<file path="src/rtl/dmem_write_tap.sv">
// Snoops the D-side memory write bus and turns each completed store into one event in a small FWFT FIFO.
// Detect-to-visible latency is one cycle. The consumer pops with out_valid/out_ready. Events arriving while the FIFO is full are dropped and counted.
module dmem_write_tap #(
   parameter int ADDR_W = 30,
   parameter int DATA_W = 32,
   parameter int DEPTH  = 4,
   parameter int PTR_W  = 2
) (
   input  logic              clk,
   input  logic              rst,
   input  logic [ADDR_W-1:0] mem_addr,
   input  logic [DATA_W-1:0] mem_wdata,
   input  logic              mem_wen,
   input  logic              mem_ready,
   output logic              out_valid,
   output logic [ADDR_W-1:0] out_addr,
   output logic [DATA_W-1:0] out_data,
   input  logic              out_ready,
   output logic [PTR_W:0]    count,
   output logic [7:0]        overflow_cnt,
   output logic [15:0]       write_total
);

   typedef enum logic [1:0] {IDLE, WAIT_ACK, DONE} state_t;

   localparam logic [PTR_W:0] FULL_CNT = (PTR_W+1)'(DEPTH);

   state_t              state_q, state_d;
   logic [ADDR_W-1:0]   last_addr_q;
   logic                detect;

   logic [ADDR_W-1:0]   addr_mem_q [DEPTH];
   logic [DATA_W-1:0]   data_mem_q [DEPTH];
   logic [PTR_W-1:0]    wr_ptr_q, rd_ptr_q;
   logic [PTR_W:0]      count_q, count_d;
   logic [7:0]          overflow_q;
   logic [15:0]         total_q;
   logic                full, pop, push, drop;

   // A held request at the last detected address is a stall, not a new store.
   always_comb begin
      state_d = state_q;
      detect  = 1'b0;
      if (!mem_wen) begin
         state_d = IDLE;
      end else if (state_q == DONE && mem_addr == last_addr_q) begin
         state_d = DONE;
      end else if (mem_ready) begin
         detect  = 1'b1;
         state_d = DONE;
      end else begin
         state_d = WAIT_ACK;
      end
   end

   assign full      = (count_q == FULL_CNT);
   assign out_valid = (count_q != '0);
   assign pop       = out_valid && out_ready;
   assign push      = detect && (!full || pop);
   assign drop      = detect && full && !pop;

   always_comb begin
      count_d = count_q;
      case ({push, pop})
         2'b10:   count_d = count_q + 1'b1;
         2'b01:   count_d = count_q - 1'b1;
         default: count_d = count_q;
      endcase
   end

   always_ff @(posedge clk or negedge rst) begin
      if (!rst) begin
         state_q     <= IDLE;
         last_addr_q <= '0;
         wr_ptr_q    <= '0;
         rd_ptr_q    <= '0;
         count_q     <= '0;
         overflow_q  <= '0;
         total_q     <= '0;
         for (int i = 0; i < DEPTH; i++) begin
            addr_mem_q[i] <= '0;
            data_mem_q[i] <= '0;
         end
      end else begin
         state_q <= state_d;
         count_q <= count_d;
         if (detect) begin
            last_addr_q <= mem_addr;
            total_q     <= total_q + 16'd1;
         end
         if (push) begin
            addr_mem_q[wr_ptr_q] <= mem_addr;
            data_mem_q[wr_ptr_q] <= mem_wdata;
            wr_ptr_q             <= wr_ptr_q + 1'b1;
         end
         if (pop) begin
            rd_ptr_q <= rd_ptr_q + 1'b1;
         end
         if (drop && overflow_q != 8'hFF) begin
            overflow_q <= overflow_q + 8'd1;
         end
      end
   end

   // Gate the head with valid so stale entries never leak out once drained.
   assign out_addr     = out_valid ? addr_mem_q[rd_ptr_q] : '0;
   assign out_data     = out_valid ? data_mem_q[rd_ptr_q] : '0;
   assign count        = count_q;
   assign overflow_cnt = overflow_q;
   assign write_total  = total_q;

endmodule

</file>
<file path="config.mk">
export PLATFORM = sky130hd
export DESIGN_NAME = dmem_write_tap
export DESIGN_NICKNAME = d
export VERILOG_FILES = /design/src/rtl/dmem_write_tap.sv
export SDC_FILE = /design/constraint.sdc
export NUM_CORES = 1
export LEC_CHECK = 0
export ABC_AREA = 1
export BUFFER_PORTS_ARGS = -buffer_cell sky130_fd_sc_hd__buf_2
export CORE_MARGIN = 2
export CORE_UTILIZATION = 28
export DETAILED_ROUTE_END_ITERATION = 8
export PLACE_DENSITY = 0.51
export SLEW_MARGIN = 20
export SYNTH_ARGS = -nofsm -noshare
export SYNTH_HDL_FRONTEND = slang
export SYNTH_SLANG_ARGS = --single-unit
</file>
<file path="constraint.sdc">
create_clock -name clk -period 3.1 [get_ports clk]
set_clock_uncertainty 0.1 [all_clocks]
set_input_delay 0.155 -clock clk [delete_from_list [all_inputs] [get_ports clk]]
set_output_delay 0.155 -clock clk [all_outputs]
set_load 0.01 [all_outputs]
</file>
==> run_results.csv, run 1 <==
group,metric,value,unit
outcome,outcome,"complete, no violations",
clocking,tritoncts.num_buffers,40,
drt,detailroute.via_count,15150,
synthesis,synth-seq-cells,311,
drt,routed_wl,54680,um
power_and_ir_drop,cellPowerDensity,1013,nW/um2
synthesis,synth_compound_area_frac,0.07283,
synthesis,simple_logic_cell_fraction_of_the_synthesized_area,0.3483,
setup_path,setup.worst_path.end_class,"register",
synthesis,unique_masters_post_synth,26,
final_layout,n_fill_cell,6011,
synthesis,gate_count_post_synth,2116,
setup_path,timing.critical_path.from,"last_addr_q[8]$_DFFE_PN0P_",
final_layout,mostFrequentLayoutCell,"sky130_fd_sc_hd__nand2_1",
clocking,cts_htree_levels,2,
synthesis,synthesis.area,15870,um2
final_layout,area_delta_synth_final,22.31,%
setup_path,critical_path.most_common_cell,"sky130_fd_sc_hd__nand2_1",
place,port_buffers,156,
timing,maxSlewHeadroom,0.4824,
place,post-dp-hpwl,30120,um
final_layout,commonest_non_fill_non_tap_cells_in_the_layout,"702 x sky130_fd_sc_hd__nand2_1, 309 x sky130_fd_sc_hd__dfrtp_1, 285 x sky130_fd_sc_hd__nor2_1, 262 x sky130_fd_sc_hd__nand4_1, 155 x sky130_fd_sc_hd__buf_2",
drt,detailedRoute.firstPassIterationCount,5,
clocking,cts.clk_slew.worst_paths,0.06,ns
final_layout,fin_nets,2330,
setup_path,reg2regPathDepth,15,
timing,max_clock_freq,0.3613,GHz
drt,mean_number_of_vias_per_cell,4.984,
synthesis,yosys.area_share.xor_xnor,0.01159,
floorplanning,initial_utilization,0.2826,
synthesis,ys_seq_area_frac,0.4903,
synthesis,synthAdderAreaFrac,0.006779,
setup_path,critical_path_rt,3.44,ns
clocking,tritoncts,"done",
setup_path,timing.setup.critical_path_class,"reg -> reg",
drt,detail_route.iter0.violations,1167,
floorplanning,die_w,242.1,um
timing,final_max_slew_viol_count,0,
timing,timing.final.setup_violations,0,
global_routing,grt_antenna_before_repair,4,
global_routing,grt-ovfl-total,0,
clocking,cts_root_buf,"sky130_fd_sc_hd__clkbuf_16",
timing,setup_tns,0,ns
setup_path,ff2ff_setup_slack,0.33,ns
global_routing,grt_start_max_net_pins,129,
setup_path,timing.critical_path.from_type,"register",
floorplanning,floorplan.io_pins,157,
worst_hold_path,hold_path_class,"in -> reg",
drt,postRouteAntennaNets,0,
final_layout,drive_gt1_frac,0.1236,
floorplanning,fp-row-count,87,
setup_path,crit_path_cell_chain,"nand2_1 -> nand2_1 -> nor2_1 -> nand2_1 -> nor2_1 -> nand2_1 -> nor2_4 -> nor2_4 -> nand2_1 -> ha_1 -> inv_1 -> fa_1 -> a21oi_1 -> o21ai_0 -> xor2_1",
job,maxCapViolations,0,
floorplanning,die_area,58610,um2
global_routing,grt_pass1_vias,15110,
drt,drt_drc_violations_left,0,
place,gp_routability_congestion,0.7547,
timing,hold_viol,0,
setup_path,worst-path-max-fanout,3,
synthesis,multiplexer_area_fraction_after_synthesis,0,
synthesis,yosysWarnings,0,
power_and_ir_drop,p_total,19.67,mW
timing,rsz0062_at_grt,"false",
timing,min_period_over_period,0.8927,
clocking,clock_path_buffers,3,
global_routing,gr-usage-all-layers,0.1860,
floorplanning,die_height,242.1,um
clocking,cts_num_sinks,311,
timing,post-route-min-period,2.768,ns
synthesis,synth_fp_nets,2191,
setup_path,r2r_end,"count[2]$_DFFE_PN0P_",
power_and_ir_drop,power.static_leakage,9.721,nW
clocking,clock_latency,0.56,ns
drt,wl_per_cell,17.99,um
setup_path,crit_path_top_delay_cell,"sky130_fd_sc_hd__dfrtp_1",
setup_path,worstReg2RegStart,"last_addr_q[8]$_DFFE_PN0P_",
synthesis,average_cell_area_after_synthesis,7.502,um2
global_routing,first_pass_grt_wire_length,87350,um
setup_path,data_arrival_time_of_the_critical_path,3.10,ns
floorplanning,floorplan.core_area,56170,um2
timing,max_slew.worst_pin.slew,0.7764,ns
power_and_ir_drop,power.ir.vdd_worst,470.8,uV
synthesis,synth_top_family_by_area,"simple AND/OR/NAND/NOR gates",
setup_path,setup.worst_path.end,"count[2]$_DFFE_PN0P_",
setup_path,critical_path.max_stage_delay,0.39,ns
==> per-stage QoR <==
step	cell area [um2]	utilization	worst slack, ns	hold WS, ns	std cells
floorplan	15870	-	0.7282	-0.2406	2116
global placement	17450	0.3107	0.1622	0.1292	2903
detailed placement	17450	0.3107	0.1477	0.1270	2903
CTS	19400	0.3453	0.1182	0.0005804	3037
global route	19420	0.3457	0.02557	0.05509	3039
finish	19420	0.3457	0.3325	0.04630	3039
==> final cells by class <==
cell class / instances / area [um2] / area share
Multi-Input combinational cell: 1539 / 7052 / 0.3632
Clock buffer: 61 / 1182 / 0.06090
Clock inverter: 7 / 100.1 / 0.005155
Timing Repair Buffer: 261 / 1961 / 0.1010
Inverter: 102 / 382.9 / 0.01972
Sequential cell: 311 / 7787 / 0.4011
Tap cell: 756 / 945.9 / 0.04872
Antenna cell: 2 / 5.005 / 0.0002578
==> cell usage after synthesis <==
cell | instances | area [um2]
sky130_fd_sc_hd__xor2_1 | 14 | 122.6
sky130_fd_sc_hd__buf_6 | 6 | 67.56
sky130_fd_sc_hd__xnor2_1 | 7 | 61.31
sky130_fd_sc_hd__buf_2 | 57 | 285.3
sky130_fd_sc_hd__a21oi_1 | 63 | 315.3
sky130_fd_sc_hd__nand2_2 | 2 | 12.51
sky130_fd_sc_hd__o21ai_0 | 144 | 720.7
sky130_fd_sc_hd__nand3b_1 | 1 | 7.510
sky130_fd_sc_hd__inv_1 | 78 | 292.8
sky130_fd_sc_hd__clkinv_1 | 10 | 37.54
sky130_fd_sc_hd__nand2_1 | 702 | 2635
sky130_fd_sc_hd__clkbuf_1 | 62 | 232.7
sky130_fd_sc_hd__nor2_2 | 1 | 6.260
sky130_fd_sc_hd__fa_1 | 1 | 20.02
sky130_fd_sc_hd__buf_1 | 39 | 146.4
sky130_fd_sc_hd__o21ai_1 | 24 | 120.1
sky130_fd_sc_hd__ha_1 | 7 | 87.58
sky130_fd_sc_hd__nand4_1 | 262 | 1639
sky130_fd_sc_hd__inv_2 | 14 | 52.55
sky130_fd_sc_hd__dfrtp_1 | 311 | 7782
sky130_fd_sc_hd__nor3_1 | 5 | 25.02
sky130_fd_sc_hd__nand4_2 | 4 | 50.05
sky130_fd_sc_hd__nor2_1 | 288 | 1081
sky130_fd_sc_hd__nor4_1 | 1 | 6.260
sky130_fd_sc_hd__or3_1 | 1 | 6.260
sky130_fd_sc_hd__nand3_1 | 12 | 60.06
==> critical path, delay by kind of cell (launching register included) <==
kind            cells  cell delay (ns)
xor+xnor            1             0.15
compound gates      2             0.26
simple gates        9             1.09
buf+inv             1             0.07
flops               1             0.39
fa+ha+maj           2             0.57
==> repair_timing <==
item / 4_1_cts / 5_1_grt
hold buffers: 66 / 0
setup buffers: 0 / 0
setup endpoints to repair: 0 / 105
resized for setup: 0 / 4
hold endpoints to repair: 364 / 0
==> state kept, by name (all words and copies together) (netlist names) <==
signal	cells
last_addr_q	30
write_total	16
rd_ptr_q	2
data_mem_q	128
wr_ptr_q	2
addr_mem_q	120
count	3
overflow_cnt	8
state_q	2
==> routing by layer <==
layer  vias up  share of wire  GRT usage
met5         -        0.00049          0
met4         4          0.023    0.05556
met3        84          0.052    0.02792
met1      7408           0.45     0.2538
li1       7242              -          -
met2       407           0.47     0.3049
==> where the power goes <==
part           switching (mW)  total (mW)  internal (mW)
logic                    5.47        8.29           2.82
clock network            1.83        4.61           2.78
registers                1.04        6.77           5.73
==> cells by family after synthesis <==
| group | count (synthesis) |
|---|---|
| AOI/OAI and AO/OA | 231 |
| xor gates and xnor gates | 21 |
| adders and majority gates | 8 |
| buffers and inverters | 266 |
| DFF | 311 |
| and+or+nand+nor | 1279 |
==> how the worst min path moves through the flow <==
stage | startpoint | to | cells after the start
floorplan | rst | addr_mem_q[0]$_DFFE_PN0P_ | 0
global placement | rst | write_total[11]$_DFFE_PN0P_ | 1
detailed placement | rst | write_total[11]$_DFFE_PN0P_ | 1
CTS | out_ready | rd_ptr_q[1]$_DFFE_PN0P_ | 5
global route | out_ready | rd_ptr_q[1]$_DFFE_PN0P_ | 5
finish | out_ready | rd_ptr_q[1]$_DFFE_PN0P_ | 5
Note: power is estimated with default switching activity, not from simulation.
==> run 2: changes to the inputs <==
--- a/config.mk
+++ b/config.mk
@@ -5,7 +5,6 @@
 export SDC_FILE = /design/constraint.sdc
 export NUM_CORES = 1
 export LEC_CHECK = 0
-export ABC_AREA = 1
 export BUFFER_PORTS_ARGS = -buffer_cell sky130_fd_sc_hd__buf_2
 export CORE_MARGIN = 2
 export CORE_UTILIZATION = 28
==> run 2 against run 1 <==
Net effect:
- power is 7.1% lower
- first-iteration DRC count decreased by 75%
- cell area fell by 8.1%
- register-to-register slack improved by 0.04 ns
- largest cell class unchanged
- critical endpoint unchanged
- sequential power up 2%
- via count decreased by 45%
- wire length fell by 37%
- utilization up 1.2 points
- combinational power decreased by 17%
- critical path depth decreased by 4
- sequential cell count unchanged
==> run_results.csv, run 2 <==
group,metric,value,unit
clocking,tritoncts.num_buffers,39,
power_and_ir_drop,cellPowerDensity,1024,nW/um2
clocking,post-cts-setup-buffer-count,0,
clocking,cts.clk_slew.worst_paths,0.05,ns
job,maxCapViolations,0,
synthesis,simple_logic_cell_fraction_of_the_synthesized_area,0.05614,
power_and_ir_drop,sequentialPowerShare,0.378,
power_and_ir_drop,power.combinational.fraction,0.377,
global_routing,grt-ovfl-total,0,
final_layout,seq_area,7787,um2
power_and_ir_drop,power.static_leakage,7.723,nW
clocking,cts_htree_levels,2,
synthesis,synth.cells.most_frequent,"311 x sky130_fd_sc_hd__dfrtp_1, 235 x sky130_fd_sc_hd__mux2_2, 66 x sky130_fd_sc_hd__and2_1, 62 x sky130_fd_sc_hd__mux4_2, 52 x sky130_fd_sc_hd__xnor2_1",
drt,postRouteAntennaNets,0,
synthesis,synthesis.area,14040,um2
clocking,cts_num_sinks,311,
floorplanning,die_w,227.9,um
clocking,clock_latency,0.55,ns
synthesis,async_flop_share,1.000,
final_layout,commonest_non_fill_non_tap_cells_in_the_layout,"309 x sky130_fd_sc_hd__dfrtp_1, 235 x sky130_fd_sc_hd__mux2_2, 155 x sky130_fd_sc_hd__buf_2, 67 x sky130_fd_sc_hd__dlygate4sd3_1, 66 x sky130_fd_sc_hd__and2_1",
synthesis,multiplexer_area_fraction_after_synthesis,0.3263,
timing,setup_tns,0,ns
clocking,tritoncts,"done",
synthesis,synth_top_area_share,0.5543,
setup_path,setup.worst_path.end_class,"register",
synthesis,yosys.area_share.xor_xnor,0.03556,
synthesis,yosysWarnings,0,
timing,post-route-min-period,2.731,ns
outcome,outcome,"complete, no violations",
timing,maxSlewHeadroom,0.3302,
power_and_ir_drop,share_clk_of_total_power,0.245,
global_routing,gr-usage-all-layers,0.1355,
final_layout,fin_nets,1223,
timing,min_period_over_period,0.8810,
floorplanning,die_height,227.9,um
setup_path,timing.setup.critical_path_class,"reg -> reg",
final_layout,n_fill_cell,4889,
power_and_ir_drop,cell_internal_pwr,12.64,mW
global_routing,grt_antenna_before_repair,3,
place,port_buffers,156,
setup_path,timing.critical_path.from,"last_addr_q[15]$_DFFE_PN0P_",
place,gp_routability_congestion,0.7106,
drt,detailroute.via_count,8354,
floorplanning,initial_utilization,0.2816,
drt,wl_per_cell,18.60,um
floorplanning,die_area,51950,um2
synthesis,gate_count_post_synth,908,
setup_path,data_arrival_time_of_the_critical_path,3.10,ns
floorplanning,fp-row-count,82,
timing,max_clock_freq,0.3662,GHz
drt,detailedRoute.firstPassIterationCount,4,
synthesis,synth_fp_nets,983,
synthesis,yosysTopAreaCell,"sky130_fd_sc_hd__dfrtp_1",
synthesis,synth_top_family_by_area,"multiplexers",
timing,hold_viol,0,
final_layout,largest_reg_flops,128,
synthesis,synth_flop_cell,"sky130_fd_sc_hd__dfrtp_1",
power_and_ir_drop,sw_frac_of_total,0.3083,
synthesis,synth_edf_count,0,
clocking,cts_hold_repair.buffers,67,
synthesis,post_synth_main_area_contributors,"sky130_fd_sc_hd__dfrtp_1 55%, sky130_fd_sc_hd__mux2_2 19%, sky130_fd_sc_hd__mux4_2 9.9%",
synthesis,average_cell_area_after_synthesis,15.46,um2
synthesis,synth_most_common_cell,"sky130_fd_sc_hd__dfrtp_1",
final_layout,multiInputGateArea,6040,um2
global_routing,grt_pass1_vias,9206,
floorplanning,floorplan.core_area,49860,um2
setup_path,worstReg2RegStart,"last_addr_q[15]$_DFFE_PN0P_",
synthesis,ys_seq_area_frac,0.5543,
synthesis,synthAdderAreaFrac,0.007664,
floorplanning,floorplan.io_pins,157,
clocking,cts_root_buf,"sky130_fd_sc_hd__clkbuf_16",
worst_hold_path,hold_path_class,"in -> async",
synthesis,synth_compound_area_frac,0.001426,
place,post-dp-hpwl,21660,um
synthesis,unique_masters_post_synth,28,
clocking,clock_path_buffers,3,
final_layout,area_delta_synth_final,27.14,%
global_routing,first_pass_grt_wire_length,55010,um
drt,routed_wl,34400,um
timing,final_max_slew_viol_count,0,
drt,detail_route.iter0.violations,296,
timing,rsz0062_at_grt,"false",
final_layout,max_flop_register,"data_mem_q",
setup_path,worst-path-max-fanout,3,
drt,drt_drc_violations_left,0,
final_layout,post-route-util,0.3580,
power_and_ir_drop,power.net_switching,5.634,mW
synthesis,synth-seq-cells,311,
final_layout,drive_gt1_frac,0.4660,
global_routing,grt_start_max_net_pins,94,
timing,max_slew.worst_pin.slew,1.003,ns
setup_path,timing.critical_path.from_type,"register",
setup_path,critical_path_rt,3.47,ns
final_layout,regs_by_ff_count,"data_mem_q (128), addr_mem_q (120), last_addr_q (30)",
final_layout,mostFrequentLayoutCell,"sky130_fd_sc_hd__dfrtp_1",
timing,timing.final.setup_violations,0,
clocking,post_cts_resize_count,0,
power_and_ir_drop,power.ir.vdd_worst,585.7,uV
drt,mean_number_of_vias_per_cell,4.518,
## run 2: path summary, 6_finish.rpt
check                                             endpoint  slack, ns  cells after the start
worst max-delay path                  count[2]$_DFFE_PN0P_       0.37                     11
worst min-delay path            addr_mem_q[46]$_DFFE_PN0P_       0.15                      2
worst max register to register        count[2]$_DFFE_PN0P_       0.37                     11
worst min register to register  addr_mem_q[19]$_DFFE_PN0P_       0.38                      1
max in group asynchronous       data_mem_q[80]$_DFFE_PN0P_       1.91                      3
min in group clk                data_mem_q[98]$_DFFE_PN0P_       0.32                      3
## run 2: metal layers
metal,track usage,vias to the layer above,routed length [um]
met5,0,-,22
met4,0.03452,4,638
met3,0.03063,48,1419
met2,0.2217,141,16550
met1,0.1820,4374,15770
li1,-,3787,-
## run 2: worst max-delay path, stage by stage, from the launching register on
cell                      delay, ns
sky130_fd_sc_hd__dfrtp_1       0.38
sky130_fd_sc_hd__xnor2_1       0.18
sky130_fd_sc_hd__nand4_1       0.15
sky130_fd_sc_hd__nor4_2        0.51
sky130_fd_sc_hd__nand2_1       0.14
sky130_fd_sc_hd__nand2_1       0.16
sky130_fd_sc_hd__ha_1          0.20
sky130_fd_sc_hd__inv_1         0.06
sky130_fd_sc_hd__fa_1          0.37
sky130_fd_sc_hd__xor2_1        0.15
sky130_fd_sc_hd__nor2_1        0.11
sky130_fd_sc_hd__xor2_1        0.15
## run 2: through the flow
| stage | setup slack, ns | instance area (um2) | total power, mW | cells | hold WS (ns) |
|---|---|---|---|---|---|
| floorplan | 0.6450 | 14040 | 11.43 | 908 | -0.2406 |
| global placement | 0.3398 | 15900 | 13.80 | 1712 | 0.1679 |
| detailed placement | 0.3627 | 15900 | 13.97 | 1712 | 0.1750 |
| CTS | 0.2672 | 17850 | 18.66 | 1848 | 0.1670 |
| global route | 0.1376 | 17850 | 19.53 | 1849 | 0.1943 |
| finish | 0.3689 | 17850 | 18.27 | 1849 | 0.1515 |
## run 2: kinds of logic (layout without fill, tap and decap cells)
family | after synthesis | count (layout)
AO/OA/AOI/OAI | 3 | 3
XOR/XNOR | 57 | 57
adder cells (fa/ha/maj) | 8 | 8
buffers and inverters | 58 | 326
flip-flops | 311 | 311
multiplexers | 345 | 345
other | 0 | 1
AND/OR/NAND/NOR | 126 | 126
## run 2: area by class of cell
class                           count  area share
Antenna cell                        1   0.0001402
Clock buffer                       63     0.06707
Clock inverter                      6    0.004345
Inverter                            6    0.001262
Multi-Input combinational cell    539      0.3383
Sequential cell                   311      0.4362
Tap cell                          672     0.04710
Timing Repair Buffer              251      0.1056
## run 2: power groups by stage
| stage | logic (mW) | registers [mW] | clock network, mW |
|---|---|---|---|
| 6_report | 6.89 | 6.91 | 4.48 |
| 5_1_grt | 7.51 | 7.17 | 4.86 |
| 4_1_cts | 7.07 | 6.92 | 4.67 |
| 3_5_place_dp | 6.98 | 6.99 | 0 |
| 3_3_place_gp | 6.88 | 6.92 | 0 |
| 2_1_floorplan | 4.90 | 6.53 | 0 |
==> run 3: changes to the inputs <==
==> constraint.sdc (replaced) <==
create_clock -name clk -period 2.95 [get_ports clk]
set_clock_uncertainty 0.1 [all_clocks]
set_input_delay 0.1475 -clock clk [delete_from_list [all_inputs] [get_ports clk]]
set_output_delay 0.1475 -clock clk [all_outputs]
set_load 0.01 [all_outputs]
==> run 3 against run 2 <==
Net effect:
- clock power shrank 4%
- hold slack got worse by 0.13 ns
- critical path type unchanged
- register-to-register slack lost 0.17 ns
- die area unchanged
- clock-buffer cell count shrank 11
- sequential cell count stayed put
- critical endpoint unchanged
- global-route usage about the same
- largest cell class unchanged
==> run_results.csv, run 3 (synthesis results as in run 2) <==
group,metric,value,unit
outcome,outcome,"complete, no violations",
drt,routed_wl,34060,um
setup_path,reg2regPathDepth,11,
timing,maxSlewHeadroom,0.4454,
clocking,tritoncts,"done",
timing,finalHoldWorstSlack,0.01992,ns
final_layout,mostFrequentLayoutCell,"sky130_fd_sc_hd__dfrtp_1",
final_layout,max_flop_register,"data_mem_q",
clocking,post_cts_resize_count,0,
global_routing,gr-usage-all-layers,0.1350,
worst_hold_path,hold_path_class,"in -> async",
setup_path,worst-path-buf-inv,1,
drt,wl_per_cell,18.50,um
timing,rsz0062_at_grt,"false",
clocking,cts.clk_slew.worst_paths,0.06,ns
setup_path,ff2ff_setup_slack,0.20,ns
timing,min_period_over_period,0.9333,
floorplanning,die_height,227.9,um
floorplanning,floorplan.io_pins,157,
power_and_ir_drop,power.ir.vdd_worst,510.6,uV
clocking,post-cts-setup-buffer-count,0,
power_and_ir_drop,cellPowerDensity,1061,nW/um2
final_layout,largest_reg_flops,128,
floorplanning,die_w,227.9,um
global_routing,grt_antenna_before_repair,4,
drt,postRouteAntennaNets,0,
clocking,tritoncts.num_buffers,37,
timing,timing.final.setup_violations,0,
final_layout,multiInputGateArea,6040,um2
clocking,clock_path_buffers,3,
job,maxCapViolations,0,
clocking,clock_latency,0.56,ns
final_layout,drive_gt1_frac,0.4644,
floorplanning,initial_utilization,0.2816,
setup_path,data_arrival_time_of_the_critical_path,3.13,ns
global_routing,grt_start_max_net_pins,66,
setup_path,worst-path-max-fanout,2,
floorplanning,die_area,51950,um2
setup_path,crit_path_cell_chain,"xnor2_1 -> nand3_1 -> nor4_2 -> nand2_1 -> nand2_1 -> ha_1 -> inv_1 -> fa_1 -> xor2_1 -> nor2_1 -> xor2_1",
place,gp_routability_congestion,0.6760,
setup_path,critical_path.max_stage_delay,0.42,ns
drt,detailroute.via_count,8314,
final_layout,seq_area,7787,um2
clocking,cts_root_buf,"sky130_fd_sc_hd__clkbuf_16",
global_routing,grt-ovfl-total,0,
setup_path,timing.critical_path.from_type,"register",
drt,detail_route.iter0.violations,307,
final_layout,fin_nets,1222,
timing,post-route-min-period,2.753,ns
setup_path,setup.worst_path.end_class,"register",
floorplanning,fp-row-count,82,
setup_path,worstReg2RegStart,"last_addr_q[2]$_DFFE_PN0P_",
setup_path,critical-path-top-delay-family,"simple AND/OR/NAND/NOR gates",
clocking,cts_num_sinks,311,
setup_path,r2r_end,"count[2]$_DFFE_PN0P_",
place,post-dp-hpwl,21660,um
setup_path,timing.setup.critical_path_class,"reg -> reg",
drt,drt_drc_violations_left,0,
setup_path,crit_path_top_delay_cell,"sky130_fd_sc_hd__nor4_2",
final_layout,n_fill_cell,4892,
drt,mean_number_of_vias_per_cell,4.516,
place,port_buffers,156,
final_layout,regs_by_ff_count,"data_mem_q (128), addr_mem_q (120), last_addr_q (30)",
global_routing,grt_pass1_vias,9064,
clocking,cts_htree_levels,2,
timing,final_max_slew_viol_count,0,
power_and_ir_drop,power.static_leakage,7.655,nW
timing,max_slew.worst_pin.slew,0.8301,ns
timing,hold_viol,0,
setup_path,critical_path_rt,3.33,ns
global_routing,first_pass_grt_wire_length,54640,um
drt,detailedRoute.firstPassIterationCount,4,
final_layout,commonest_non_fill_non_tap_cells_in_the_layout,"309 x sky130_fd_sc_hd__dfrtp_1, 235 x sky130_fd_sc_hd__mux2_2, 155 x sky130_fd_sc_hd__buf_2, 67 x sky130_fd_sc_hd__dlygate4sd3_1, 66 x sky130_fd_sc_hd__and2_1",
final_layout,area_delta_synth_final,26.17,%
timing,max_clock_freq,0.3632,GHz
timing,setup_tns,0,ns
floorplanning,floorplan.core_area,49860,um2
## run 3: changes by cell type in the layout (fill, tap and decap cells not counted), sizes merged
| cell | before | now |
|---|---|---|
| clkinv | 3 | 6 |
| diode | 1 | 2 |
| inv | 8 | 7 |
| clkbuf | 63 | 52 |
| bufinv | 1 | 0 |
| buf | 184 | 185 |
## run 3: cell type report
cell class / instances / share of cell area
clock inverter: 7 / 0.004873
timing repair buffer: 252 / 0.1068
tap: 672 / 0.04746
multi-input combinational: 539 / 0.3409
antenna: 2 / 0.0002825
sequential: 311 / 0.4396
inverter: 6 / 0.001271
clock buffer: 52 / 0.05883
## run 3: worst max path at each step
| stage | start | to | depth (start not counted) |
|---|---|---|---|
| after detailed placement | last_addr_q[9]$_DFFE_PN0P_ | count[2]$_DFFE_PN0P_ | 11 |
| after CTS | last_addr_q[9]$_DFFE_PN0P_ | count[2]$_DFFE_PN0P_ | 11 |
| final | last_addr_q[2]$_DFFE_PN0P_ | count[2]$_DFFE_PN0P_ | 11 |
| after global placement | last_addr_q[9]$_DFFE_PN0P_ | count[2]$_DFFE_PN0P_ | 11 |
| after global routing | last_addr_q[3]$_DFFE_PN0P_ | count[2]$_DFFE_PN0P_ | 11 |
| after floorplan | last_addr_q[21]$_DFFE_PN0P_ | count[2]$_DFFE_PN0P_ | 11 |
## run 3: timing repair
item	CTS	global route
hold buffers	67	0
endpoints found under the setup margin	0	0
hold endpoints to repair	564	0
## run 3: where the power goes
group	internal [mW]	switching, mW	leakage [nW]
registers	6.16	1.01	3.76
clock network	2.47	1.81	0.553
logic	4.27	3.07	3.34
## run 3: routing by layer
| layer | part of all wire | track usage | wire length (um) |
|---|---|---|---|
| met1 | 0.46 | 0.1819 | 15790 |
| met2 | 0.47 | 0.2176 | 16170 |
| met3 | 0.046 | 0.03500 | 1569 |
| met4 | 0.015 | 0.03268 | 519 |
| met5 | 0.00062 | 0 | 21 |
## run 3: stage by stage
step | power, mW | cells | worst slack (ns) | util | instance area [um2]
6_report | 18.79 | 1841 | 0.1969 | 0.3553 | 17720
3_3_place_gp | 14.52 | 1713 | 0.1713 | 0.3191 | 15910
5_1_grt | 20.11 | 1841 | 0.009685 | 0.3553 | 17720
2_1_floorplan | 12.01 | 908 | 0.4950 | - | 14040
3_5_place_dp | 14.70 | 1713 | 0.2033 | 0.3191 | 15910
4_1_cts | 19.21 | 1839 | 0.1908 | 0.3552 | 17710
## run 3: worst register-to-register path, cell delays in order, from the launching register on
cell                      delay (ns)
sky130_fd_sc_hd__dfrtp_1        0.39
sky130_fd_sc_hd__xnor2_1        0.31
sky130_fd_sc_hd__nand3_1        0.14
sky130_fd_sc_hd__nor4_2         0.42
sky130_fd_sc_hd__nand2_1        0.15
sky130_fd_sc_hd__nand2_1        0.12
sky130_fd_sc_hd__ha_1           0.19
sky130_fd_sc_hd__inv_1          0.06
sky130_fd_sc_hd__fa_1           0.37
sky130_fd_sc_hd__xor2_1         0.15
sky130_fd_sc_hd__nor2_1         0.12
sky130_fd_sc_hd__xor2_1         0.15
